### config.mk
export PLATFORM = sky130hd
export DESIGN_NAME = dcache_mem_bridge
export DESIGN_NICKNAME = d
export VERILOG_FILES = /design/src/rtl/dcache_mem_bridge.sv
export SDC_FILE = /design/constraint.sdc
export NUM_CORES = 1
export LEC_CHECK = 0
export ABC_AREA = 1
export ABC_CLOCK_PERIOD_IN_PS = 3300
export CAP_MARGIN = 20
export CORE_MARGIN = 2
export CORE_UTILIZATION = 42
export DETAILED_ROUTE_END_ITERATION = 8
export PLACE_DENSITY_LB_ADDON = 0.12
export SLEW_MARGIN = 10
export SYNTH_ARGS = -nofsm -noshare
export SYNTH_HDL_FRONTEND = slang
export SYNTH_SLANG_ARGS = --single-unit
### constraint.sdc
create_clock -name clk -period 3.3 [get_ports clk]
set_clock_uncertainty 0.05 [all_clocks]
set_input_delay 0.66 -clock clk [delete_from_list [all_inputs] [get_ports clk]]
set_output_delay 0.66 -clock clk [all_outputs]
set_load 0.005 [all_outputs]
### src/rtl/dcache_mem_bridge.sv
// Serialises Dcache mem-port requests onto a 32-bit, one-outstanding word bus.
// Refills issue one read per line word; uncached reads and writes issue a single word.
module dcache_mem_bridge #(
  parameter int offset_width = 2
) (
  input  logic                                 clk,
  input  logic                                 rstn,
  input  logic                                 dcache_mem_req,
  input  logic                                 dcache_mem_wr,
  input  logic                                 dcache_mem_SUC,
  input  logic [1:0]                           dcache_mem_size,
  input  logic [3:0]                           dcache_mem_wstrb,
  input  logic [31:0]                          addr_dcache_mem,
  input  logic [31:0]                          dout_dcache_mem,
  output logic                                 mem_dcache_addrOK,
  output logic                                 mem_dcache_dataOK,
  output logic [32*(1<<offset_width)-1:0]      din_mem_dcache,
  output logic                                 mem_req_valid,
  input  logic                                 mem_req_ready,
  output logic                                 mem_req_wr,
  output logic [31:0]                          mem_req_addr,
  output logic [31:0]                          mem_req_wdata,
  output logic [3:0]                           mem_req_wstrb,
  output logic [1:0]                           mem_req_size,
  input  logic                                 mem_resp_valid,
  input  logic [31:0]                          mem_resp_rdata
);

  localparam int WORDS = 1 << offset_width;

  localparam logic [1:0] IDLE = 2'd0;
  localparam logic [1:0] REQ  = 2'd1;
  localparam logic [1:0] WAIT = 2'd2;
  localparam logic [1:0] DONE = 2'd3;

  localparam logic [offset_width-1:0] LAST_CNT = '1;

  logic [1:0]              r_state;
  logic [offset_width-1:0] r_cnt;
  logic [31:0]             r_addr;
  logic [31:0]             r_wdata;
  logic                    r_wr;
  logic                    r_suc;
  logic [1:0]              r_size;
  logic [3:0]              r_wstrb;

  logic w_refill;
  logic w_accept;
  logic w_in_req;
  logic w_resp;
  logic w_last;
  logic [31:0] w_addr;

  assign w_refill = !r_wr && !r_suc;
  assign w_accept = (r_state == IDLE) && dcache_mem_req;
  assign w_in_req = (r_state == REQ);
  assign w_resp   = (r_state == WAIT) && mem_resp_valid;
  assign w_last   = (r_cnt == LAST_CNT);
  assign w_addr   = w_refill ? {r_addr[31:2+offset_width], r_cnt, 2'b00} : r_addr;

  // addrOK is combinational; gating with rstn keeps it low while reset is held.
  assign mem_dcache_addrOK = rstn && w_accept;
  assign mem_dcache_dataOK = (r_state == DONE);
  assign mem_req_valid     = w_in_req;
  assign mem_req_wr        = w_in_req && r_wr;
  assign mem_req_addr      = w_in_req ? w_addr : 32'd0;
  assign mem_req_wdata     = (w_in_req && r_wr) ? r_wdata : 32'd0;
  assign mem_req_wstrb     = !w_in_req ? 4'd0 : (r_wr ? r_wstrb : 4'b1111);
  assign mem_req_size      = !w_in_req ? 2'd0 : (w_refill ? 2'd2 : r_size);

  always_ff @(posedge clk or negedge rstn) begin
    if (!rstn) begin
      r_state <= IDLE;
      r_cnt   <= '0;
      r_addr  <= 32'd0;
      r_wdata <= 32'd0;
      r_wr    <= 1'b0;
      r_suc   <= 1'b0;
      r_size  <= 2'd0;
      r_wstrb <= 4'd0;
    end else begin
      case (r_state)
        IDLE: begin
          if (dcache_mem_req) begin
            r_addr  <= addr_dcache_mem;
            r_wdata <= dout_dcache_mem;
            r_wr    <= dcache_mem_wr;
            r_suc   <= dcache_mem_SUC;
            r_size  <= dcache_mem_size;
            r_wstrb <= dcache_mem_wstrb;
            r_cnt   <= '0;
            r_state <= REQ;
          end
        end
        REQ: begin
          if (mem_req_ready) r_state <= WAIT;
        end
        WAIT: begin
          if (mem_resp_valid) begin
            if (w_refill && !w_last) begin
              r_cnt   <= r_cnt + 1'b1;
              r_state <= REQ;
            end else begin
              r_state <= DONE;
            end
          end
        end
        default: r_state <= IDLE;
      endcase
    end
  end

  // One register per line word; an uncached read only ever lands in word 0.
  for (genvar gi = 0; gi < WORDS; gi++) begin : g_line
    localparam logic [offset_width-1:0] IDX = gi;
    logic [31:0] r_word;
    logic        w_wen;

    assign w_wen = w_resp && !r_wr && (w_refill ? (r_cnt == IDX) : (gi == 0));

    always_ff @(posedge clk or negedge rstn) begin
      if (!rstn) begin
        r_word <= 32'd0;
      end else if (w_wen) begin
        r_word <= mem_resp_rdata;
      end
    end

    assign din_mem_dcache[32*gi +: 32] = r_word;
  end

endmodule

======== After elaboration in Yosys (flattened, before gate mapping) ========
Index checks and enable logic that the tools add are counted.
word-level totals
  bits in registers ....................... 204
  input port bits ......................... 109
  output and inout bits ................... 202
  word-level logic and storage cells ...... 63
operators by class
  add/sub/neg operators ................... 1
  equality and inequality tests ........... 10
  multiplexer cells ....................... 20
  reductions and logical operators ........ 20
operators with widths
  cell                 number
  $mux 32              2
  $mux 2               9
  $mux 4               3
  $logic_and 1x1->1    11
  $eq 2x2->1 const B   4
  $ne 2x2->1 const B   3
  $pmux 2 s3           1
  $eq 2x1->1 const B   2
  $logic_not 2->1      2
  $mux 1               4
  $pmux 2 s2           1
  $reduce_and 4->1     1
  $logic_not 1->1      3
  $reduce_and 3->1     1
  $add 2x1->2 const B  1
  $ne 2x1->1 const B   1
  $reduce_and 2->1     1
  $reduce_bool 2->1    1

======== Longest topological paths before layout ========
Gate-level depths: netlist of run 1.
  depth after elaboration ................. 6
  gate-level depth with buffers ........... 8
  mapped depth without buffers ............ 7

======== Worst setup path before layout of run 1 ========
No wires, ideal clock.
  path type ............................... register to output
  from .................................... register r_state[1]
  to ...................................... output mem_dcache_addrOK
  arrival time ............................ 1.240 ns
  required time ........................... 2.590 ns
  setup slack ............................. 1.350 ns
  cell stages (with the launch flop) ...... 6
  path buffers ............................ 2
  path through ............................ dfrtp_1 nor2_1 nand2_2 buf_2 buf_2 nor2_1
on the way
  word-level cells in the longest chain between the ends .. 3
RTL lines
  item                    line  source
  from (decl)             38    logic [1:0] r_state;
  from (signal assigned)  73    r_state <= IDLE;
  from (signal assigned)  92    r_state <= REQ;
  from (signal assigned)  96    if (mem_req_ready) r_state <= WAIT;
  $logic_not 2->1         55    assign w_accept = (r_state == IDLE) && dcache_mem_req;
  $logic_and 1x1->1       55
  $logic_and 1x1->1       62    assign mem_dcache_addrOK = rstn && w_accept;
  to (decl)               15    output logic mem_dcache_addrOK,
Every way passes these cells.

======== Final worst setup path of run 1 ========
  from .................................... register r_state[1]
  to ...................................... output mem_req_wdata[7]
on the way
  word-level cells in the longest chain between the ends .. 3
RTL lines
  item               line  source
  $eq 2x1->1         56    assign w_in_req = (r_state == REQ);
  $logic_and 1x1->1  67    assign mem_req_wdata = (w_in_req && r_wr) ? r_wdata : 32'd0;
  $mux 32            67
  to (decl)          22    output logic [31:0] mem_req_wdata,
Every way passes these cells.

==> impl_metrics.json, run 1 <==
{
  "grt_use_total_pct": 20.83,
  "ant_nets": 0,
  "route.vias.total": 6757,
  "p_int_mw": 7.022,
  "critPathLaunchType": "register",
  "die-area_sq_um": 20630,
  "cts.sinks": 204,
  "synthCells": 886,
  "worstPathArrival_ns": 2.39,
  "min_to": "r_size[0]",
  "ctsResizeCount": 0,
  "setup_viol_count_final": 0,
  "drtIter0Drc": 360,
  "synth-async-reset-ratio_pct": 100.0,
  "htreeDepth": 1,
  "ff2ff_setup_slack_ns": 0.92,
  "die_w_microns": 143.6,
  "yosysSeqAreaShare_pct": 62.36,
  "leakagePower_nw": 5.816,
  "synth.largest_area_cell": "dfrtp_1",
  "top_level_ports": 311,
  "clk_pin_slew_ns": 0.06,
  "synth_nets": 999,
  "relSlewSlack_pct": 39.40,
  "syn_to_final_growth_pct": 49.85,
  "grt_pass1_wl_mm": 34.04,
  "grt_max_degree": 134,
  "hold_start": "r_size[0]",
  "rsz0062_at_grt": "false",
  "path_class": "reg2out",
  "synth.most_common_cell": "dfrtp_1",
  "grt_pass1_vias": 6395,
  "finalHoldViolations": 0,
  "syn-cell-area_sq_um": 8187,
  "synth_common_cells": "dfrtp_1 (204), nand2_1 (161), nor2_1 (144)",
  "r2r_cells": 7,
  "final-max-slew-violation-count": 0,
  "min_path_type": "reg2reg",
  "antenna_found_initial": 0,
  "tightest_slew_ns": 0.9091,
  "cts_tree": "done",
  "row_count": 51,
  "end_kind": "output port",
  "cts_buffer_depth": 3,
  "crit_fanout": 32,
  "multi_input_area_sq_um": 2426,
  "yosysTopAreaCellShare_pct": 62.36,
  "synth_area_leaders": "dfrtp_1 (62%), nand2_1 (7.4%), o21ai_1 (6.7%), nor2_1 (6.6%), inv_1 (4.7%)",
  "wl_per_cell_microns": 14.94,
  "drt-total-wl_mm": 21.94,
  "cp.required_ns": 2.59,
  "synth_seq_cells": 204,
  "portBuffers": 310,
  "whs_path_depth": 2,
  "yosysUniqueCellTypes": 19,
  "synth_edf_count": 0,
  "clk_root_buffer_cell": "clkbuf_16",
  "drc": 0,
  "combPwrFrac_pct": 37.6,
  "fill_cells": 1690,
  "dp_hpwl_mm": 15.17,
  "cts_made_buffers": 23,
  "avgSynthCellArea_sq_um": 9.240,
  "firstDrtPassIters": 5,
  "final_nets": 1302,
  "worstSkewPairLatency_ns": 0.49,
  "routed_via_density": 4.600,
  "period_share_pct": 93.91,
  "fp.dieH_microns": 143.6,
  "peakVddDrop_mv": 0.4721,
  "maxCapViolCount": 0,
  "max_freq_ghz": 0.3227,
  "synth_warnings": 0,
  "p_clk_share_pct": 25.1,
  "p_sw_mw": 3.111,
  "status": "finished clean",
  "core_sq_um": 19270,
  "place_congestion": 0.8046,
  "worst_r2r_endpoint": "r_addr[13]",
  "fin_tns_setup_ns": 0,
  "power_density_nw_per_um2": 826.0,
  "p_seq_share_pct": 37.3,
  "min_period_ns": 3.099,
  "drive_above_1_share_pct": 6.816,
  "gr-total-overflow": 0,
  "timing.rr.start": "r_state[1]",
  "synthFlopType": "dfrtp_1",
  "layout.area.seq_sq_um": 5105,
  "hold_ws_ns": 0.4196,
  "swShare_pct": 30.71,
  "start_util_pct": 42.48
}
area by class of cell:
cell class,count,area share [%]
Clock buffer,34,5.518
Antenna cell,1,0.02040
Sequential cell,204,41.61
Multi-Input combinational cell,528,19.78
Inverter,107,3.274
Timing Repair Buffer,325,26.47
Tap cell,265,2.703
Clock inverter,5,0.6323
state kept, by name (all words and copies together), names as in the netlist:
signal	cells
r_addr	32
r_wr	1
r_size	2
g_line.r_word	128
r_suc	1
r_wdata	32
r_cnt	2
r_wstrb	4
r_state	2
worst max path at each step:
stage | end | slack (ns) | startpoint | depth (start not counted)
2_1_floorplan | mem_dcache_addrOK | 1.35 | r_state[1] | 5
3_3_place_gp | r_addr[21] | 0.59 | dcache_mem_req | 5
3_5_place_dp | r_addr[13] | 0.54 | dcache_mem_req | 6
4_1_cts | mem_req_wdata[7] | 0.17 | r_state[1] | 6
5_1_grt | mem_req_wdata[5] | 0.06 | r_state[1] | 6
6_report | mem_req_wdata[7] | 0.20 | r_state[1] | 6
layout by cell type, fill, tap and decap left out, types with 2 or more instances in the layout:
cell type	synthesis	final
ha_1	4	4
nand3_4	3	3
a21oi_1	66	66
inv_2	4	4
buf_4	0	12
nor2_1	144	144
buf_12	0	2
clkbuf_16	0	23
dfrtp_1	204	204
clkbuf_8	0	7
bufinv_16	0	2
nand2_2	3	2
o21ai_2	20	20
clkbuf_1	8	5
clkdlybuf4s50_1	0	309
nor2_4	2	2
nand3_1	13	13
inv_1	103	103
o21ai_1	110	110
nand2_1	161	161
clkinv_2	0	2
power by group through the flow:
| stage | logic, mW | clock network (mW) | registers [mW] |
|---|---|---|---|
| 6_report | 3.81 | 2.54 | 3.78 |
| 5_1_grt | 4.25 | 2.69 | 3.89 |
| 4_1_cts | 3.87 | 2.60 | 3.79 |
| 3_5_place_dp | 3.84 | 0 | 3.82 |
| 3_3_place_gp | 3.81 | 0 | 3.80 |
| 2_1_floorplan | 1.59 | 0 | 3.82 |
worst max-delay path, cell delays in order, from the launching register on:
cell and delay (ns):
dfrtp_1 0.46, nor2_4 0.23, inv_2 0.06, nor2_1 0.15
inv_2 0.25, nor2_1 0.22, clkdlybuf4s50_1 0.53
cells by family after synthesis:
logic type / count (synthesis) / share of synthesized area, %
adders and majority gates: 4 / 0.6114
and+or+nand+nor: 327 / 16.00
AOI/OAI and AO/OA: 197 / 12.96
DFF: 204 / 62.36
buffers and inverters: 154 / 8.070
layer usage:
layer	up-vias	GRT usage, %	share of wire (%)
met4	0	5.986	2.0
met1	3092	27.27	42
li1	3375	-	-
met3	26	8.197	11
met2	264	32.26	45
met5	-	0	0
per-stage QoR:
step	worst slack (ns)	power (mW)	util, %	instances	cell area (sq um)
floorplan	1.350	5.406	-	886	8187
global placement	0.5907	7.606	59.68	1428	11500
detailed placement	0.5350	7.662	59.68	1428	11500
CTS	0.1742	10.27	63.65	1468	12270
global route	0.06482	10.83	63.65	1468	12270
finish	0.2008	10.13	63.66	1469	12270
timing repair:
action | 4_1_cts | 5_1_grt
hold buffers | 1 | 0
setup buffers | 0 | 0
endpoints found under the hold margin | 2 | 0
Note: power is estimated with default switching activity, not from simulation.
==> inputs of run 2 (changes only) <==
--- a/config.mk
+++ b/config.mk
@@ -9,10 +9,9 @@
 export ABC_CLOCK_PERIOD_IN_PS = 3300
 export CAP_MARGIN = 20
 export CORE_MARGIN = 2
-export CORE_UTILIZATION = 42
+export CORE_UTILIZATION = 31
 export DETAILED_ROUTE_END_ITERATION = 8
 export PLACE_DENSITY_LB_ADDON = 0.12
-export SLEW_MARGIN = 10
 export SYNTH_ARGS = -nofsm -noshare
 export SYNTH_HDL_FRONTEND = slang
 export SYNTH_SLANG_ARGS = --single-unit
==> impl_metrics.json, run 2 (synthesis gave the netlist of run 1 again) <==
{
  "status": "finished clean",
  "worstSkewPairLatency_ns": 0.50,
  "gr-total-overflow": 0,
  "r2r_cells": 6,
  "p_sw_mw": 3.131,
  "final_nets": 1300,
  "reg_top3": "g_line.r_word x128, r_addr x32, r_wdata x32",
  "combPwrFrac_pct": 37.6,
  "cts_buffer_depth": 3,
  "crit_fanout": 32,
  "syn_to_final_growth_pct": 51.00,
  "cts_made_buffers": 24,
  "die_w_microns": 166.5,
  "peakVddDrop_mv": 0.4472,
  "wl_met3_mm": 2.254,
  "drive_above_1_share_pct": 6.401,
  "fill_cells": 2499,
  "die-area_sq_um": 27720,
  "p_seq_share_pct": 37.1,
  "final_common_cell": "clkdlybuf4s50_1",
  "antenna_found_initial": 0,
  "drc": 0,
  "p_int_mw": 7.067,
  "worst_r2r_endpoint": "g_line[3].r_word[2]",
  "ff2ff_setup_slack_ns": 1.33,
  "multi_input_area_sq_um": 2426,
  "leakagePower_nw": 5.817,
  "finalHoldViolations": 0,
  "p_clk_share_pct": 25.4,
  "hold_buffers": 0,
  "fin_tns_setup_ns": 0,
  "wl_per_cell_microns": 14.99,
  "grt_max_degree": 105,
  "top_layer": "met4",
  "final-max-slew-violation-count": 0,
  "firstDrtPassIters": 5,
  "cts.sinks": 204,
  "drt-total-wl_mm": 23.05,
  "fp.dieH_microns": 166.5,
  "power_density_nw_per_um2": 825.0,
  "max_freq_ghz": 0.3242,
  "swShare_pct": 30.70,
  "maxCapViolCount": 0,
  "setup_viol_count_final": 0,
  "drtIter0Drc": 354,
  "met1_length_mm": 10.21,
  "portBuffers": 310,
  "tightest_slew_ns": 0.8134,
  "largest_reg_flops": 128,
  "dp_slack_ns": 0.6367,
  "cp.required_ns": 2.59,
  "row_count": 59,
  "cts_tree": "done",
  "layout_common_cells": "clkdlybuf4s50_1 (309), dfrtp_1 (204), nand2_1 (161)",
  "grt_use_total_pct": 16.45,
  "rsz0062_at_grt": "false",
  "htreeDepth": 1,
  "routed_via_density": 4.349,
  "timing.rr.start": "r_wr",
  "min_path_type": "in2async",
  "place_congestion": 0.7985,
  "setup_ws_ns": 0.2152,
  "grt_pass1_vias": 6662,
  "end_kind": "output port",
  "ant_nets": 0,
  "diodes": 0,
  "clk_pin_slew_ns": 0.06,
  "hold_ws_ns": 0.03455,
  "wl_met2_mm": 10.24,
  "start_util_pct": 31.51,
  "route.vias.total": 6688,
  "worstPathArrival_ns": 2.37,
  "layout.area.seq_sq_um": 5105,
  "grt_pass1_wl_mm": 37.38,
  "relSlewSlack_pct": 45.77,
  "min_period_ns": 3.085,
  "critPathLaunchType": "register",
  "dp_hpwl_mm": 15.90,
  "clk_root_buffer_cell": "clkbuf_16",
  "top_level_ports": 311,
  "path_class": "reg2out",
  "max_flop_register": "g_line.r_word",
  "core_sq_um": 25980,
  "period_share_pct": 93.48
}
-- run 2: worst max-delay path by stage --
stage | depth (start not counted) | endpoint | startpoint | slack [ns]
2_1_floorplan | 5 | mem_dcache_addrOK | r_state[1] | 1.35
3_3_place_gp | 4 | mem_dcache_addrOK | dcache_mem_req | 0.63
3_5_place_dp | 4 | mem_dcache_addrOK | dcache_mem_req | 0.64
4_1_cts | 6 | mem_req_wdata[5] | r_state[1] | 0.09
5_1_grt | 6 | mem_req_wdata[5] | r_state[1] | 0.04
6_report | 6 | mem_req_wdata[5] | r_state[1] | 0.22
-- run 2: per-layer routing --
layer	track usage, %	vias to the layer above
met1	22.19	3046
met2	25.46	246
met4	3.298	0
li1	-	3372
met3	6.226	24
met5	0	-
-- run 2: final cells by class --
cell class	count	area share (%)
Tap cell	335	3.391
Clock buffer	39	5.729
Clock inverter	3	0.5263
Inverter	107	3.269
Sequential cell	204	41.30
Multi-Input combinational cell	528	19.63
Timing Repair Buffer	322	26.16
-- run 2: critical path, cell delays in order (launching register included) --
cell and delay [ns]:
dfrtp_1 0.46, nor2_4 0.21, inv_2 0.08, nor2_1 0.21, inv_4 0.18, nor2_1 0.19, clkdlybuf4s50_1 0.53
-- run 2: through the flow --
step / instances / utilization, % / power (mW) / cell area, sq um
floorplan: 886 / - / 5.406 / 8187
global placement: 1496 / 44.59 / 7.653 / 11590
detailed placement: 1496 / 44.59 / 7.706 / 11590
CTS: 1538 / 47.56 / 10.38 / 12360
global route: 1538 / 47.57 / 10.97 / 12360
finish: 1538 / 47.57 / 10.20 / 12360
-- run 2: power groups by stage --
stage	clock [mW]	sequential [mW]	combinational, mW
3_5_place_dp	0	3.82	3.88
3_3_place_gp	0	3.80	3.85
5_1_grt	2.79	3.90	4.28
6_report	2.59	3.78	3.83
2_1_floorplan	0	3.82	1.59
4_1_cts	2.68	3.79	3.91
-- run 2: timing repair --
item / 4_1_cts / 5_1_grt
buffers inserted: 0 / 0
endpoints found under the setup margin: 0 / 2
gates resized for setup: 0 / 2
